[src/rtl/demux8_stream_if.sv]
// Stream-side and channel-side signal bundle of the 1:8 demux scheduler.
// The master drives the input stream and the sink readies. The slave is the scheduler.
interface demux8_stream_if #(
    parameter int W = 1
);
    logic         in_valid;
    logic         in_ready;
    logic [W-1:0] in_data;
    logic [2:0]   in_dest;
    logic         mode;
    logic [7:0]   ch_en;
    logic [7:0]   ch_ready;
    logic [W-1:0] m;
    logic [2:0]   sel;
    logic [7:0]   ch_valid;
    logic         drop;
    logic         no_chan;
    logic [15:0]  tx_count;

    modport master (
        output in_valid, in_data, in_dest, mode, ch_en, ch_ready,
        input  in_ready, m, sel, ch_valid, drop, no_chan, tx_count
    );

    modport slave (
        input  in_valid, in_data, in_dest, mode, ch_en, ch_ready,
        output in_ready, m, sel, ch_valid, drop, no_chan, tx_count
    );
endinterface

[src/rtl/demux8_stream_scheduler.sv]
// Steers a valid/ready word stream onto eight demux channels through a one-entry output register.
// Two routing modes: fixed per-word destination, or weighted round-robin over an enable mask.
module demux8_stream_scheduler #(
    parameter int W     = 1,
    parameter int BURST = 4
) (
    input  logic              clk,
    input  logic              rst_n,
    demux8_stream_if.slave    bus
);
    typedef enum logic {EMPTY = 1'b0, FULL = 1'b1} state_t;

    state_t       state_r;
    state_t       state_nxt_s;
    logic [W-1:0] m_r;
    logic [2:0]   sel_r;
    logic [7:0]   ch_valid_r;
    logic         drop_r;
    logic [15:0]  tx_count_r;
    logic [2:0]   ptr_r;
    logic [7:0]   burst_r;
    logic         last_mode_r;

    logic         deliver_s;
    logic         no_chan_s;
    logic         in_ready_s;
    logic         accept_s;
    logic         load_s;
    logic         drop_s;
    logic [7:0]   burst_inc_s;
    logic [2:0]   ptr_post_s;
    logic [7:0]   burst_post_s;
    logic [2:0]   dest_s;
    logic [2:0]   ptr_nxt_s;
    logic [7:0]   burst_nxt_s;
    logic         last_mode_nxt_s;

    // Next enabled channel strictly above p (mod 8). It returns p itself when p is the only enabled channel.
    function automatic logic [2:0] next_enabled(input logic [2:0] p, input logic [7:0] en);
        logic [2:0] res;
        logic [2:0] cand;
        logic       found;
        res   = p;
        found = 1'b0;
        for (int k = 1; k <= 8; k++) begin
            cand  = p + 3'(k);
            res   = (!found && en[cand]) ? cand : res;
            found = found | en[cand];
        end
        return res;
    endfunction

    // Handshake, pointer update from this cycle's delivery, then destination choice for the new word.
    always_comb begin
        deliver_s       = (state_r == FULL) && bus.ch_ready[sel_r];
        no_chan_s       = bus.mode && (bus.ch_en == 8'h00);
        in_ready_s      = rst_n && !no_chan_s && ((state_r == EMPTY) || deliver_s);
        accept_s        = bus.in_valid && in_ready_s;
        burst_inc_s     = burst_r + 8'd1;
        ptr_post_s      = ptr_r;
        burst_post_s    = burst_r;
        dest_s          = bus.in_dest;
        load_s          = 1'b0;
        drop_s          = 1'b0;
        last_mode_nxt_s = last_mode_r;

        if (deliver_s && last_mode_r) begin
            if (burst_inc_s >= 8'(BURST)) begin
                burst_post_s = 8'd0;
                ptr_post_s   = next_enabled(ptr_r, bus.ch_en);
            end else begin
                burst_post_s = burst_inc_s;
            end
        end else begin
            burst_post_s = burst_r;
        end

        ptr_nxt_s   = ptr_post_s;
        burst_nxt_s = burst_post_s;

        if (accept_s) begin
            if (bus.mode) begin
                if (!bus.ch_en[ptr_post_s]) begin
                    dest_s      = next_enabled(ptr_post_s, bus.ch_en);
                    burst_nxt_s = 8'd0;
                end else begin
                    dest_s      = ptr_post_s;
                    burst_nxt_s = last_mode_r ? burst_post_s : 8'd0;
                end
                ptr_nxt_s       = dest_s;
                load_s          = 1'b1;
                last_mode_nxt_s = 1'b1;
            end else if (bus.ch_en[bus.in_dest]) begin
                load_s          = 1'b1;
                burst_nxt_s     = last_mode_r ? 8'd0 : burst_post_s;
                last_mode_nxt_s = 1'b0;
            end else begin
                drop_s = 1'b1;
            end
        end else begin
            load_s = 1'b0;
        end
    end

    // A same-cycle reload keeps the register FULL with no bubble.
    always_comb begin
        state_nxt_s = state_r;
        case (state_r)
            EMPTY:   state_nxt_s = load_s ? FULL : EMPTY;
            FULL:    state_nxt_s = load_s ? FULL : (deliver_s ? EMPTY : FULL);
            default: state_nxt_s = EMPTY;
        endcase
    end

    // State register.
    always_ff @(posedge clk or negedge rst_n) begin
        if (!rst_n) begin
            state_r <= EMPTY;
        end else begin
            state_r <= state_nxt_s;
        end
    end

    // Output register, round-robin bookkeeping and delivery counter.
    always_ff @(posedge clk or negedge rst_n) begin
        if (!rst_n) begin
            m_r         <= '0;
            sel_r       <= 3'd0;
            ch_valid_r  <= 8'h00;
            drop_r      <= 1'b0;
            tx_count_r  <= 16'd0;
            ptr_r       <= 3'd0;
            burst_r     <= 8'd0;
            last_mode_r <= 1'b0;
        end else begin
            if (load_s) begin
                m_r        <= bus.in_data;
                sel_r      <= dest_s;
                ch_valid_r <= 8'd1 << dest_s;
            end else if (deliver_s) begin
                ch_valid_r <= 8'h00;
            end else begin
                ch_valid_r <= ch_valid_r;
            end
            drop_r      <= drop_s;
            tx_count_r  <= tx_count_r + {15'd0, deliver_s};
            ptr_r       <= ptr_nxt_s;
            burst_r     <= burst_nxt_s;
            last_mode_r <= last_mode_nxt_s;
        end
    end

    assign bus.in_ready = in_ready_s;
    assign bus.no_chan  = no_chan_s;
    assign bus.m        = m_r;
    assign bus.sel      = sel_r;
    assign bus.ch_valid = ch_valid_r;
    assign bus.drop     = drop_r;
    assign bus.tx_count = tx_count_r;
endmodule

[src/flat_wrapper.sv]
// flat-port wrapper written by rule: the top's interface ports become plain ports
module demux8_stream_scheduler_flat 
#(
    parameter int W     = 1,
    parameter int BURST = 4
)
  (clk, rst_n, bus_in_valid, bus_in_data, bus_in_dest, bus_mode, bus_ch_en, bus_ch_ready, bus_in_ready, bus_m, bus_sel, bus_ch_valid, bus_drop, bus_no_chan, bus_tx_count);
  demux8_stream_if #(.W(W)) bus_i ();
  input  logic clk;
  input  logic rst_n;
  input wire logic [$bits(bus_i.in_valid)-1:0] bus_in_valid;
  input wire logic [$bits(bus_i.in_data)-1:0] bus_in_data;
  input wire logic [$bits(bus_i.in_dest)-1:0] bus_in_dest;
  input wire logic [$bits(bus_i.mode)-1:0] bus_mode;
  input wire logic [$bits(bus_i.ch_en)-1:0] bus_ch_en;
  input wire logic [$bits(bus_i.ch_ready)-1:0] bus_ch_ready;
  output wire logic [$bits(bus_i.in_ready)-1:0] bus_in_ready;
  output wire logic [$bits(bus_i.m)-1:0] bus_m;
  output wire logic [$bits(bus_i.sel)-1:0] bus_sel;
  output wire logic [$bits(bus_i.ch_valid)-1:0] bus_ch_valid;
  output wire logic [$bits(bus_i.drop)-1:0] bus_drop;
  output wire logic [$bits(bus_i.no_chan)-1:0] bus_no_chan;
  output wire logic [$bits(bus_i.tx_count)-1:0] bus_tx_count;
  assign bus_i.in_valid = bus_in_valid;
  assign bus_i.in_data = bus_in_data;
  assign bus_i.in_dest = bus_in_dest;
  assign bus_i.mode = bus_mode;
  assign bus_i.ch_en = bus_ch_en;
  assign bus_i.ch_ready = bus_ch_ready;
  assign bus_in_ready = bus_i.in_ready;
  assign bus_m = bus_i.m;
  assign bus_sel = bus_i.sel;
  assign bus_ch_valid = bus_i.ch_valid;
  assign bus_drop = bus_i.drop;
  assign bus_no_chan = bus_i.no_chan;
  assign bus_tx_count = bus_i.tx_count;
  demux8_stream_scheduler #(.W(W), .BURST(BURST)) u_core (.clk(clk), .rst_n(rst_n), .bus(bus_i));
endmodule
[config.mk]
export PLATFORM = sky130hd
export DESIGN_NAME = demux8_stream_scheduler_flat
export DESIGN_NICKNAME = d
export VERILOG_FILES = /design/src/rtl/demux8_stream_if.sv /design/src/rtl/demux8_stream_scheduler.sv /design/src/flat_wrapper.sv
export SDC_FILE = /design/constraint.sdc
export NUM_CORES = 1
export LEC_CHECK = 0
export CORE_MARGIN = 1.5
export CORE_UTILIZATION = 59
export DETAILED_ROUTE_END_ITERATION = 6
export DONT_BUFFER_PORTS = 1
export PLACE_DENSITY = 0.86
export SYNTH_ARGS = -nofsm -noshare
export SYNTH_HDL_FRONTEND = slang
export SYNTH_SLANG_ARGS = --single-unit
[constraint.sdc]
create_clock -name clk -period 6.2 [get_ports clk]
set_input_delay 0.62 -clock clk [delete_from_list [all_inputs] [get_ports clk]]
set_output_delay 0.62 -clock clk [all_outputs]
set_load 0.03 [all_outputs]
======== After elaboration in Yosys (flattened, before gate mapping) ========
Index checks and enable logic that the tools add are counted.
operators by class
  $add $sub $neg .......................... 16
  magnitude comparators ................... 19
  shifts and indexed selects .............. 1
  mux-type cells .......................... 81
  bitwise gates (word level) .............. 13
  reduce and logical (&&, ||, !) cells .... 40
operators with widths
  operator                                                                              number
  8-bit 2-to-1 mux                                                                      10
  3-bit by 4-bit < comparator with 1-bit output (second input constant)                 18
  3-bit 2-to-1 mux                                                                      23
  1-bit binary-select mux with 3-bit select                                             18
  1-bit 2-to-1 mux                                                                      29
  3-bit adder (second input constant)                                                   8
  1-bit logical AND                                                                     20
  16-bit by 1-bit adder with 16-bit output                                              1
  1-bit zero test                                                                       15
  3-bit by 2-bit adder with 3-bit output (second input constant)                        4
  1-bit bitwise OR                                                                      12
  8-bit by 1-bit adder with 8-bit output (second input constant)                        1
  8-bit by 3-bit greater-or-equal comparator with 1-bit output (second input constant)  1
  8-bit zero test                                                                       1
  1-bit by 3-bit << shifter with 8-bit output (first input constant)                    1
  3-bit by 1-bit adder with 3-bit output (second input constant)                        2
  2-bit nonzero test                                                                    2
  1-bit case mux with 2 select lines                                                    1
  2-bit AND reduction                                                                   1
  1-bit logical OR                                                                      1
  1-bit inverter                                                                        1
word-level totals
  register bits ........................... 42
  bits of input ports ..................... 24
  output and inout port bits .............. 31
  logic and storage cells ................. 179

======== Longest topological paths before layout ========
Gate-level depths: netlist of run 1.
  word-level depth ........................ 31
  depth in mapped cells ................... 24

======== Worst setup path after synthesis of run 1 ========
OpenSTA, ideal clock, no wires.
  path type ............................... reg2reg
  start ................................... register u_core.ptr_r[0]
  end ..................................... register u_core.ch_valid_r[2], in the netlist u_core.bus.ch_valid[2]
  arrival ................................. 6.271 ns
  path slack .............................. -0.166 ns
  stages on the path, launching flop included .. 23
  clock period less this slack ............ 6.366 ns
  cells stage by stage .................... dfrtp_1 -> buf_2 -> buf_4 -> inv_2 -> clkbuf_1 -> ha_1 -> buf_6 -> clkbuf_1 -> mux4_2 -> a2111o_1 -> a2111oi_2 -> a311oi_4 -> xnor2_2 -> inv_2 -> buf_2 -> ha_1 -> mux4_2 -> or2_1 -> a2111oi_4 -> or4b_4 -> a31o_1 -> a2111o_1 -> o31ai_1
between the ends
  word-level cells in the longest chain between the ends .. 31
  elaborated cells on any way between the ends .. 109
ends and longest elaborated chain
  item                                                                                              RTL line                                                      RTL
  from (decl)                                                                                       demux8_stream_scheduler.sv:20                                 logic [2:0] ptr_r;
  from (signal assigned)                                                                            demux8_stream_scheduler.sv:147                                ptr_r <= ptr_nxt_s;
  3-bit by 1-bit adder with 3-bit output or 3-bit by 2-bit adder with 3-bit output (tied branches)  demux8_stream_scheduler.sv:46                                 cand = p + 3'(k);
  1-bit binary-select mux with 3-bit select                                                         demux8_stream_scheduler.sv:47, demux8_stream_scheduler.sv:48
  1-bit 2-to-1 mux (not written as such)                                                            demux8_stream_scheduler.sv:47, demux8_stream_scheduler.sv:48
  1-bit bitwise OR or 1-bit zero test (tied branches)                                               demux8_stream_scheduler.sv:48, demux8_stream_scheduler.sv:47
  1-bit zero test, or another cell as far along                                                     demux8_stream_scheduler.sv:47                                 res = (!found && en[cand]) ? cand : res;
  1-bit logical AND, or another cell as far along                                                   demux8_stream_scheduler.sv:47
  3-bit 2-to-1 mux, or another cell as far along (4 in series)                                      demux8_stream_scheduler.sv:47
  3-bit 2-to-1 mux or 1-bit logical AND (tied branches)                                             demux8_stream_scheduler.sv:47
  (+8 left out)                                                                                     -
  3-bit 2-to-1 mux, or another cell as far along (5 in series)                                      demux8_stream_scheduler.sv:47
  3-bit 2-to-1 mux or 1-bit logical AND (tied branches)                                             demux8_stream_scheduler.sv:47
  3-bit 2-to-1 mux                                                                                  demux8_stream_scheduler.sv:47
  3-bit 2-to-1 mux *                                                                                demux8_stream_scheduler.sv:83                                 if (!bus.ch_en[ptr_post_s]) begin
  3-bit 2-to-1 mux *                                                                                demux8_stream_scheduler.sv:82                                 if (bus.mode) begin
  3-bit 2-to-1 mux *                                                                                demux8_stream_scheduler.sv:81                                 if (accept_s) begin
  1-bit by 3-bit << shifter with 8-bit output *                                                     demux8_stream_scheduler.sv:139                                ch_valid_r <= 8'd1 << dest_s;
  8-bit 2-to-1 mux *                                                                                demux8_stream_scheduler.sv:136                                if (load_s) begin
  to (signal assigned)                                                                              demux8_stream_scheduler.sv:139
  to (signal assigned)                                                                              demux8_stream_scheduler.sv:143                                ch_valid_r <= ch_valid_r;
  to (decl)                                                                                         demux8_stream_scheduler.sv:17                                 logic [7:0] ch_valid_r;
Every way passes the cells marked *; elsewhere a longest branch is shown, timed or not. The select of a mux whose other input is x is not followed.
A chain may end at the register's enable or synchronous reset.

======== Worst setup path in the final report of run 1 ========
  start ................................... register u_core.ptr_r[0]
  end ..................................... register u_core.ch_valid_r[0], in the netlist u_core.bus.ch_valid[0]
The elaborated chain is that of the path after synthesis.

==> results of run 1 <==
[report_power, final]
| group | total (mW) | switching [mW] | internal, mW | leakage [nW] |
|---|---|---|---|---|
| sequential | 0.520 | 0.180 | 0.340 | 0.548 |
| combinational | 1.95 | 1.12 | 0.839 | 1.23 |
| clock | 0.212 | 0.0922 | 0.120 | 0.0514 |
[layer usage]
metal,vias up,GRT usage (%)
met3,27,4.93
met4,0,8.66
met2,255,48.9
met1,1857,38.3
met5,-,0
li1,1719,-
[final timing paths]
check,from,endpoint,slack [ns],depth (start not counted)
max,u_core.ptr_r[0],u_core.bus.ch_valid[0],0.38,17
min,rst_n,u_core.bus.ch_valid[6],0.02,0
max reg2reg,u_core.ptr_r[0],u_core.bus.ch_valid[0],0.38,17
min reg2reg,u_core.state_r,u_core.state_r,0.52,2
max in group asynchronous,rst_n,u_core.bus.tx_count[13],5.93,1
min in group clk,bus_mode,u_core.bus.drop,0.39,1
[placed cells by master (no fill, tap or decap), types with 7 or more instances in the layout]
cell type / n
nand4_1: 8
nor2_1: 30
mux4_2: 22
a21o_1: 7
o31ai_1: 7
mux2_2: 14
dfrtp_1: 42
mux2i_1: 27
nor2b_1: 9
a21oi_1: 12
nand3_1: 15
nand2_1: 58
o21ai_0: 20
and3_1: 7
xnor2_1: 19
buf_4: 9
and2_1: 7
inv_1: 15
[timing repair]
item | CTS | global route
hold buffers | 0 | 1
resized for setup | 0 | 2
endpoints found under the hold margin | 0 | 25
setup endpoints to repair | 0 | 9
[layout make-up]
cell class | count | area [um2]
Inverter | 17 | 63.8
Clock buffer | 6 | 72.6
Clock inverter | 2 | 37.5
Multi-Input combinational cell | 374 | 2960
Timing Repair Buffer | 10 | 87.6
Sequential cell | 42 | 1050
Tap cell | 96 | 120
Fill cell | 563 | 2440
[per-stage QoR]
| stage | total power [mW] | std cells | hold slack (ns) | worst slack [ns] |
|---|---|---|---|---|
| floorplan | 2.06 | 463 | 0.324 | 0.0366 |
| global placement | 2.35 | 538 | 0.325 | 0.462 |
| detailed placement | 2.40 | 538 | 0.325 | 0.226 |
| CTS | 2.62 | 546 | 0.00675 | 0.219 |
| global route | 2.87 | 547 | 0.00527 | 0.0348 |
| finish | 2.69 | 547 | 0.0171 | 0.384 |
[cells by family (layout without fill, tap and decap cells)]
kind of cell | after synthesis | count (layout) | share of synthesized area, %
mux | 66 | 66 | 22.8
fa+ha+maj | 7 | 7 | 2.09
xor+xnor | 23 | 23 | 4.98
compound gates | 115 | 115 | 21.1
buf+inv | 47 | 35 | 5.10
flops | 42 | 42 | 25.0
simple gates | 163 | 163 | 18.9
[state kept, by name, summed over array words and instances, names as in the netlist]
signal and flops:
u_core.bus.tx_count 16, u_core.burst_r 8, u_core.bus.ch_valid 8, u_core.bus.sel 3
u_core.ptr_r 3, u_core.bus.drop 1, u_core.bus.m 1, u_core.last_mode_r 1
u_core.state_r 1
[critical path: cells and delay by family (launching register included)]
kind	cells	cell delay (ns)
buffers and inverters	2	0.51
XOR/XNOR	2	0.45
flip-flops	1	0.37
AO/OA/AOI/OAI	5	1.58
AND/OR/NAND/NOR	4	1.30
adder cells (fa/ha/maj)	2	0.73
multiplexers	2	0.77
==> impl_metrics.yaml, run 1 <==
run_status:
  status: "finished clean"
sta:
  tightest_slew_ns: 0.662
  finalClockSkew_ns: 0.0112
  maxSlewHeadroom_pct: 55.4
  clock.fmax_ghz: 0.172
  finalCriticalPeriod_ns: 5.82
  finalSetupViolations: 0
  grt_setup_unrepaired: "false"
  hold_violations: 0
  fin_crit_sh_pct: 93.8
  finalSetupTns_ns: 0
  maxSlewViolCount: 0
route:
  ant_nets: 0
  drc: 0
  drt_first_iter_violations: 369
  routed.top_layer: "met4"
  wl_um: 10900
  wl_met3_um: 1040
  routed-via-count: 3858
  wl_met2_um: 5320
  dr.pass1.iters: 5
  avgViaCountPerCell: 7.05
  wirelength_met1_um: 4320
  wire_per_inst_um: 19.9
synth:
  ys_async_sr_fraction_pct: 100
  seq_area_frac_synth_pct: 25.0
  synthTopCellsByArea: "dfrtp_1 25%, mux4_2 12%, mux2i_1 6.4%, nand2_1 5.2%, xnor2_1 4.0%"
  yosysWarnings: 0
  yosys-top-cells-count: "58 x nand2_1, 42 x dfrtp_1, 30 x nor2_1, 27 x mux2i_1, 22 x mux4_2"
  syn_avg_cell_area_um2: 9.06
  synth_cell_type_count: 74
  syn-num-nets: 494
  syn_area_um2: 4200
  synth_edf_count: 0
  ys_ff_latch: 42
  yosysTopAreaCellShare_pct: 25.0
  syn_inst: 463
  synth-main-ff-cell: "dfrtp_1"
  synth_most_common_cell: "nand2_1"
  synth_top_area_cell: "dfrtp_1"
run:
  max_cap_viol_count: 0
floorplan:
  die-area_um2: 7630
  num_rows: 30
  chipHeight_um: 87.3
  pin_count: 55
  fp.dieW_um: 87.3
  core_area_um2: 6830
  start_util_pct: 61.4
place:
  placed_area_um2: 4250
  dpl.hpwl_um: 7810
  place_congestion: 0.971
  numPortBuffers: 0
layout:
  area_growth_pct: 4.65
  antenna_cells: 0
  postLayoutCoreUtil_pct: 64.3
  fin_nets: 481
  drive_above_1_share_pct: 15.5
  design_area_um2: 4390
cts:
  cts_root_buf: "clkbuf_8"
  cts_tree: "done"
  path_clk_slew_ns: 0.08
  cts_max_level: 2
  cts_sinks: 42
  post-cts-setup-buffers: 0
  worstSkewPairLatency_ns: 0.29
  clock_path_buffers: 2
  cts_made_buffers: 5
worst_setup_path:
  cp_cell_sequence: "buf_4 -> ha_1 -> xor2_1 -> mux2_2 -> nor4_2 -> nand3_1 -> a311oi_4 -> xnor2_2 -> inv_2 -> ha_4 -> mux4_2 -> or2_1 -> a2111oi_4 -> or4b_4 -> a31o_1 -> a2111o_1 -> o31ai_1"
  crit_slowest_cell: "or4b_4"
  crit_required_ns: 6.40
  worst-path-max-fanout: 29
  slowest_delay_ns: 0.52
  worstSetupEndpointType: "flip-flop"
  cp-start-kind: "flip-flop"
  critical_path_class: "reg -> reg"
  cp.arrival_ns: 6.01
pwr:
  power.density_nw_per_um2: 612
  p_leak_nw: 1.83
  vdd_drop_max_v: 0.000322
worst_hold_path:
  worstHoldPathType: "in -> async"
global_routing:
  grt_start_max_net_pins: 44
  antenna_found_initial: 0
  overflow: 0
  grt_pass1_vias: 3637
  grt_pass1_wl_um: 17600
  track_usage_pct: 29.1
(Power assumes the default switching activity.)
==> run 2: changes to the inputs <==
Settings changed: CELL_PAD_IN_SITES_DETAIL_PLACEMENT from default to 2, CELL_PAD_IN_SITES_GLOBAL_PLACEMENT from default to 2, CORE_UTILIZATION 59 to 36, PLACE_DENSITY 0.86 to 0.87.
==> run 2 against run 1 <==
Via count is 0.31% lower. Register-to-register slack worse by 0.16 ns. Wire length is 33% higher. Maximum frequency is 2.8% lower. Design area is 2.8% higher. Die area is 61% higher. Critical endpoint is now u_core.bus.ch_valid[2]. Global-route usage is 5.1 points lower. Hold slack better by 0.0098 ns. Critical path depth stayed put. Clock skew is 0.0084 ns lower. Combinational power is 7% higher.
==> impl_metrics.yaml, run 2 (synthesis results as in run 1) <==
cts:
  postCtsHoldBufs: 0
  cts_root_buf: "clkbuf_16"
  cts_sinks: 42
  cts_tree: "done"
  clock_path_buffers: 2
  cts_max_level: 2
  worstSkewPairLatency_ns: 0.28
  cts_made_buffers: 5
  path_clk_slew_ns: 0.06
worst_setup_path:
  path_delay_family: "compound AO/OA/AOI/OAI gates"
  cp_cell_sequence: "inv_2 -> ha_1 -> buf_4 -> mux2i_1 -> mux4_2 -> o32ai_2 -> o21ai_0 -> a311oi_4 -> xnor2_4 -> buf_4 -> mux4_2 -> or2_1 -> a2111oi_4 -> or4b_4 -> a31o_1 -> a2111o_1 -> o31ai_1"
  crit_required_ns: 6.39
  cp-start-kind: "flip-flop"
  crit_buf_inv: 3
  slowest_delay_ns: 0.61
  reg2reg_depth: 17
  crit_slowest_cell: "mux4_2"
  cp.arrival_ns: 6.17
  worstSetupEndpointType: "flip-flop"
  critical_path_class: "reg -> reg"
  reg2reg_slack_ns: 0.22
  path_depth: 17
  worst-path-max-fanout: 17
pwr:
  power.total_mw: 2.85
  vdd_drop_max_v: 0.000249
  power.density_nw_per_um2: 632
  p_leak_nw: 1.87
route:
  wl_um: 14500
  drc: 0
  routed-via-count: 3846
  wire_per_inst_um: 24.2
  dr.pass1.iters: 4
  ant_nets: 0
  avgViaCountPerCell: 6.45
  drt_first_iter_violations: 232
floorplan:
  num_rows: 39
  die-area_um2: 12300
  fp.dieW_um: 111
  pin_count: 55
  start_util_pct: 36.9
  core_area_um2: 11400
  chipHeight_um: 111
sta:
  clock.fmax_ghz: 0.167
  finalSetupViolations: 0
  finalCriticalPeriod_ns: 5.98
  tightest_slew_ns: 0.730
  fin_crit_sh_pct: 96.5
  finalClockSkew_ns: 0.00279
  hold_violations: 0
  maxSlewViolCount: 0
  maxSlewHeadroom_pct: 50.8
global_routing:
  grt_start_max_net_pins: 44
  overflow: 0
  grt_pass1_wl_um: 23800
  grt_pass1_vias: 4349
  antenna_found_initial: 0
  track_usage_pct: 24.0
place:
  numPortBuffers: 0
  placed_area_um2: 4320
  place_congestion: 0.917
  dpl.hpwl_um: 10800
layout:
  drive_above_1_share_pct: 17.0
  antenna_cells: 0
  mostFrequentLayoutCell: "nand2_1"
  design_area_um2: 4510
  fin_nets: 484
  largest_reg_flops: 16
  final_cell_mix: "58 x nand2_1, 42 x dfrtp_1, 30 x nor2_1"
  postLayoutCoreUtil_pct: 39.7
  area_growth_pct: 7.57
worst_hold_path:
  worstHoldPathType: "in -> async"
run_status:
  status: "finished clean"
run:
  max_cap_viol_count: 0
-- run 2: cell type report --
class,count,area (um2)
flip-flops and latches,42,1050
clock buffers,5,125
well taps,143,179
inverters,17,66.3
fillers,1242,6860
multi-input cells,374,2990
clock inverters,2,10.0
repair buffers,13,97.6
-- run 2: metal layers --
layer	routed length (um)	GRT usage (%)	part of all wire (%)
met5	0	0	0
met3	723	3.34	5.0
met4	182	5.56	1.3
met2	7720	44.9	53
met1	5820	28.8	40
-- run 2: through the flow --
stage / setup WS (ns) / hold slack, ns / instances / setup TNS (ns)
after floorplan: 0.0366 / 0.324 / 463 / 0
after global placement: 0.116 / 0.325 / 587 / 0
after detailed placement: -0.317 / 0.325 / 587 / -1.87
after CTS: 0.0610 / 0.0249 / 595 / 0
after global routing: -0.00600 / 0.0204 / 596 / -0.00955
final: 0.219 / 0.0270 / 596 / 0
-- run 2: report_power, final --
group          leakage (nW)  internal (mW)  total, mW  switching [mW]
sequential            0.548          0.341      0.517           0.177
clock                0.0694          0.145      0.245           0.100
combinational          1.25          0.865       2.09            1.23
-- run 2: path summary, 6_finish.rpt --
check                                   from                     end
min in group clk                    bus_mode         u_core.bus.drop
max in group asynchronous              rst_n  u_core.bus.ch_valid[6]
hold reg to reg            u_core.burst_r[2]       u_core.burst_r[2]
setup / recovery             u_core.ptr_r[0]  u_core.bus.ch_valid[2]
hold / removal                         rst_n         u_core.bus.drop
setup reg to reg             u_core.ptr_r[0]  u_core.bus.ch_valid[2]
-- run 2: what timing repair did --
action | in CTS | in global routing
setup buffers | 1 | 1
pin swaps | 1 | 1
setup endpoints to repair | 9 | 9
resized for setup | 3 | 4
==> run 3: changes to the inputs <==
Settings changed: MAX_ROUTING_LAYER from default to met4, SETUP_SLACK_MARGIN from default to 0.3.
==> run 3 against run 2 <==
Non-clock buffer count up 27. Hold slack worse by 0.013 ns. Die area unchanged. Combinational power up 30%. Clock skew up 0.0029 ns. Design area up 9.6%. Setup slack worse by 0.21 ns. Final cell count up 4.7%. Count of clock-buffer cells in the layout up 1. Total power up 24%. Largest power group unchanged. First-iteration DRC count up 53%. Critical endpoint is now u_core.bus.ch_valid[6].
==> impl_metrics.yaml, run 3 (synthesis results as in run 1) <==
cts:
  path_clk_slew_ns: 0.07
  worstSkewPairLatency_ns: 0.30
  postCtsHoldBufs: 0
  cts_root_buf: "clkbuf_16"
  cts_sinks: 42
  cts_made_buffers: 5
  clock_path_buffers: 2
  cts_tree: "done"
  cts_max_level: 2
layout:
  mostFrequentLayoutCell: "nand2_1"
  drive_above_1_share_pct: 26.6
  fin_nets: 511
  largest_reg_flops: 16
  fill_cells: 1215
  finalNonFillerCells: 624
  area_growth_pct: 17.9
  postLayoutCoreUtil_pct: 43.5
  design_area_um2: 4950
  final_cell_mix: "58 x nand2_1, 40 x dfrtp_1, 34 x buf_4"
  antenna_cells: 0
sta:
  fin_crit_sh_pct: 99.9
  finalSetupViolations: 0
  maxSlewViolCount: 0
  finalClockSkew_ns: 0.00573
  clock.fmax_ghz: 0.161
  setup_ws_ns: 0.00802
  tightest_slew_ns: 1.07
  finalCriticalPeriod_ns: 6.19
  maxSlewHeadroom_pct: 27.9
  hold_violations: 0
route:
  wl_um: 19100
  routed-via-count: 4418
  wire_per_inst_um: 30.7
  avgViaCountPerCell: 7.08
  routed.top_layer: "met4"
  drc: 0
  ant_nets: 0
  wirelength_met1_um: 7430
  wl_met3_um: 1370
  dr.pass1.iters: 5
  wl_met2_um: 9330
  drt_first_iter_violations: 354
floorplan:
  start_util_pct: 36.9
  die-area_um2: 12300
  num_rows: 39
  fp.dieW_um: 111
  chipHeight_um: 111
  core_area_um2: 11400
  pin_count: 55
worst_setup_path:
  cp.arrival_ns: 6.33
  worst-path-max-fanout: 7
  slowest_delay_ns: 0.57
  crit_path_frequent_cell: "mux2i_1"
  cp-start-kind: "flip-flop"
  cp_cell_sequence: "inv_2 -> ha_4 -> buf_8 -> buf_12 -> mux2i_1 -> mux4_2 -> o32ai_2 -> nor2_1 -> nor4_1 -> o211a_2 -> clkinvlp_4 -> xnor2_4 -> mux2i_4 -> mux2i_1 -> o311ai_0 -> a41oi_1 -> o2bb2ai_1 -> o41ai_1"
  crit_required_ns: 6.34
  crit_slowest_cell: "o41ai_1"
  worstSetupEndpointType: "flip-flop"
  critical_path_class: "reg -> reg"
place:
  place_congestion: 0.976
  dpl.hpwl_um: 10800
  dp.cells: 583
  placed_area_um2: 4320
  numPortBuffers: 0
  preCtsSetupSlack_ns: -0.185
pwr:
  p_leak_nw: 2.06
  switchingPower_mw: 1.88
  vdd_drop_max_v: 0.000419
  seqPwrFrac_pct: 15.5
  netSwitchingFraction_pct: 53.4
  clockPowerShare_pct: 7.6
  power.density_nw_per_um2: 713
  p_comb_share_pct: 76.9
  intPower_mw: 1.64
  power.total_mw: 3.53
global_routing:
  grt_start_max_net_pins: 44
  grt_pass1_wl_um: 25300
  track_usage_pct: 26.5
  antenna_found_initial: 0
  overflow: 0
  grt_pass1_vias: 4349
run:
  max_cap_viol_count: 0
run_status:
  status: "finished clean"
worst_hold_path:
  worstHoldPathType: "in -> async"
-- run 3: cell count changes in the layout (fill, tap and decap cells not counted), sizes merged --
cell	change
inv	-2
clkinv	+1
buf	+26
clkbuf	+2
clkinvlp	+1
-- run 3: layer usage --
layer / track usage (%) / vias to the layer above
met3: 4.37 / 88
met2: 43.7 / 288
met4: 10.2 / 0
met1: 32.5 / 2255
li1: - / 1787
met5: - / -
-- run 3: power groups by stage --
stage | Clock [mW] | Combinational (mW) | Sequential (mW)
floorplan | 0 | 1.63 | 0.490
global placement | 0 | 1.93 | 0.525
detailed placement | 0 | 2.03 | 0.533
CTS | 0.266 | 2.12 | 0.531
global route | 0.277 | 2.81 | 0.554
finish | 0.269 | 2.71 | 0.545
-- run 3: cell type report --
| cell class | instances | area [um2] | share of cell area (%) |
|---|---|---|---|
| Clock buffer | 6 | 129 | 2.60 |
| Clock inverter | 2 | 13.8 | 0.278 |
| Inverter | 17 | 77.6 | 1.57 |
| Multi-Input combinational cell | 374 | 3150 | 63.7 |
| Sequential cell | 42 | 1050 | 21.3 |
| Tap cell | 143 | 179 | 3.62 |
| Timing Repair Buffer | 40 | 342 | 6.90 |
-- run 3: worst paths after layout --
| path | endpoint | depth (start not counted) | start | slack [ns] |
|---|---|---|---|---|
| worst max register to register | u_core.bus.ch_valid[6] | 18 | u_core.ptr_r[1] | 0.008 |
| worst max-delay path | u_core.bus.ch_valid[6] | 18 | u_core.ptr_r[1] | 0.008 |
| max in group asynchronous | u_core.bus.tx_count[0] | 0 | rst_n | 6.10 |
| worst min-delay path | u_core.ptr_r[0] | 0 | rst_n | 0.01 |
| min in group clk | u_core.bus.drop | 1 | bus_mode | 0.41 |
| worst min register to register | u_core.burst_r[4] | 1 | u_core.burst_r[4] | 0.55 |
-- run 3: repair_timing --
| item | 4_1_cts | 5_1_grt |
|---|---|---|
| pin swaps | 2 | 14 |
| resized for setup | 9 | 30 |
| cloned | 0 | 0 |
| setup buffers | 3 | 30 |
| endpoints found under the setup margin | 11 | 10 |
-- run 3: stage by stage --
| step | hold WS (ns) | setup TNS, ns |
|---|---|---|
| floorplan | 0.324 | 0 |
| global placement | 0.325 | 0 |
| detailed placement | 0.325 | -0.185 |
| CTS | 0.0179 | 0 |
| global route | 0.00953 | -0.115 |
| finish | 0.0141 | 0 |
-- run 3: worst max-delay path: cells and delay by family, from the launching register on --
| family | cells | cell delay (ns) |
|---|---|---|
| AO/OA/AOI/OAI | 6 | 2.52 |
| multiplexers | 4 | 1.31 |
| buffers and inverters | 4 | 0.68 |
| AND/OR/NAND/NOR | 2 | 0.52 |
| flip-flops | 1 | 0.41 |
| XOR/XNOR | 1 | 0.34 |
| adder cells (fa/ha/maj) | 1 | 0.25 |
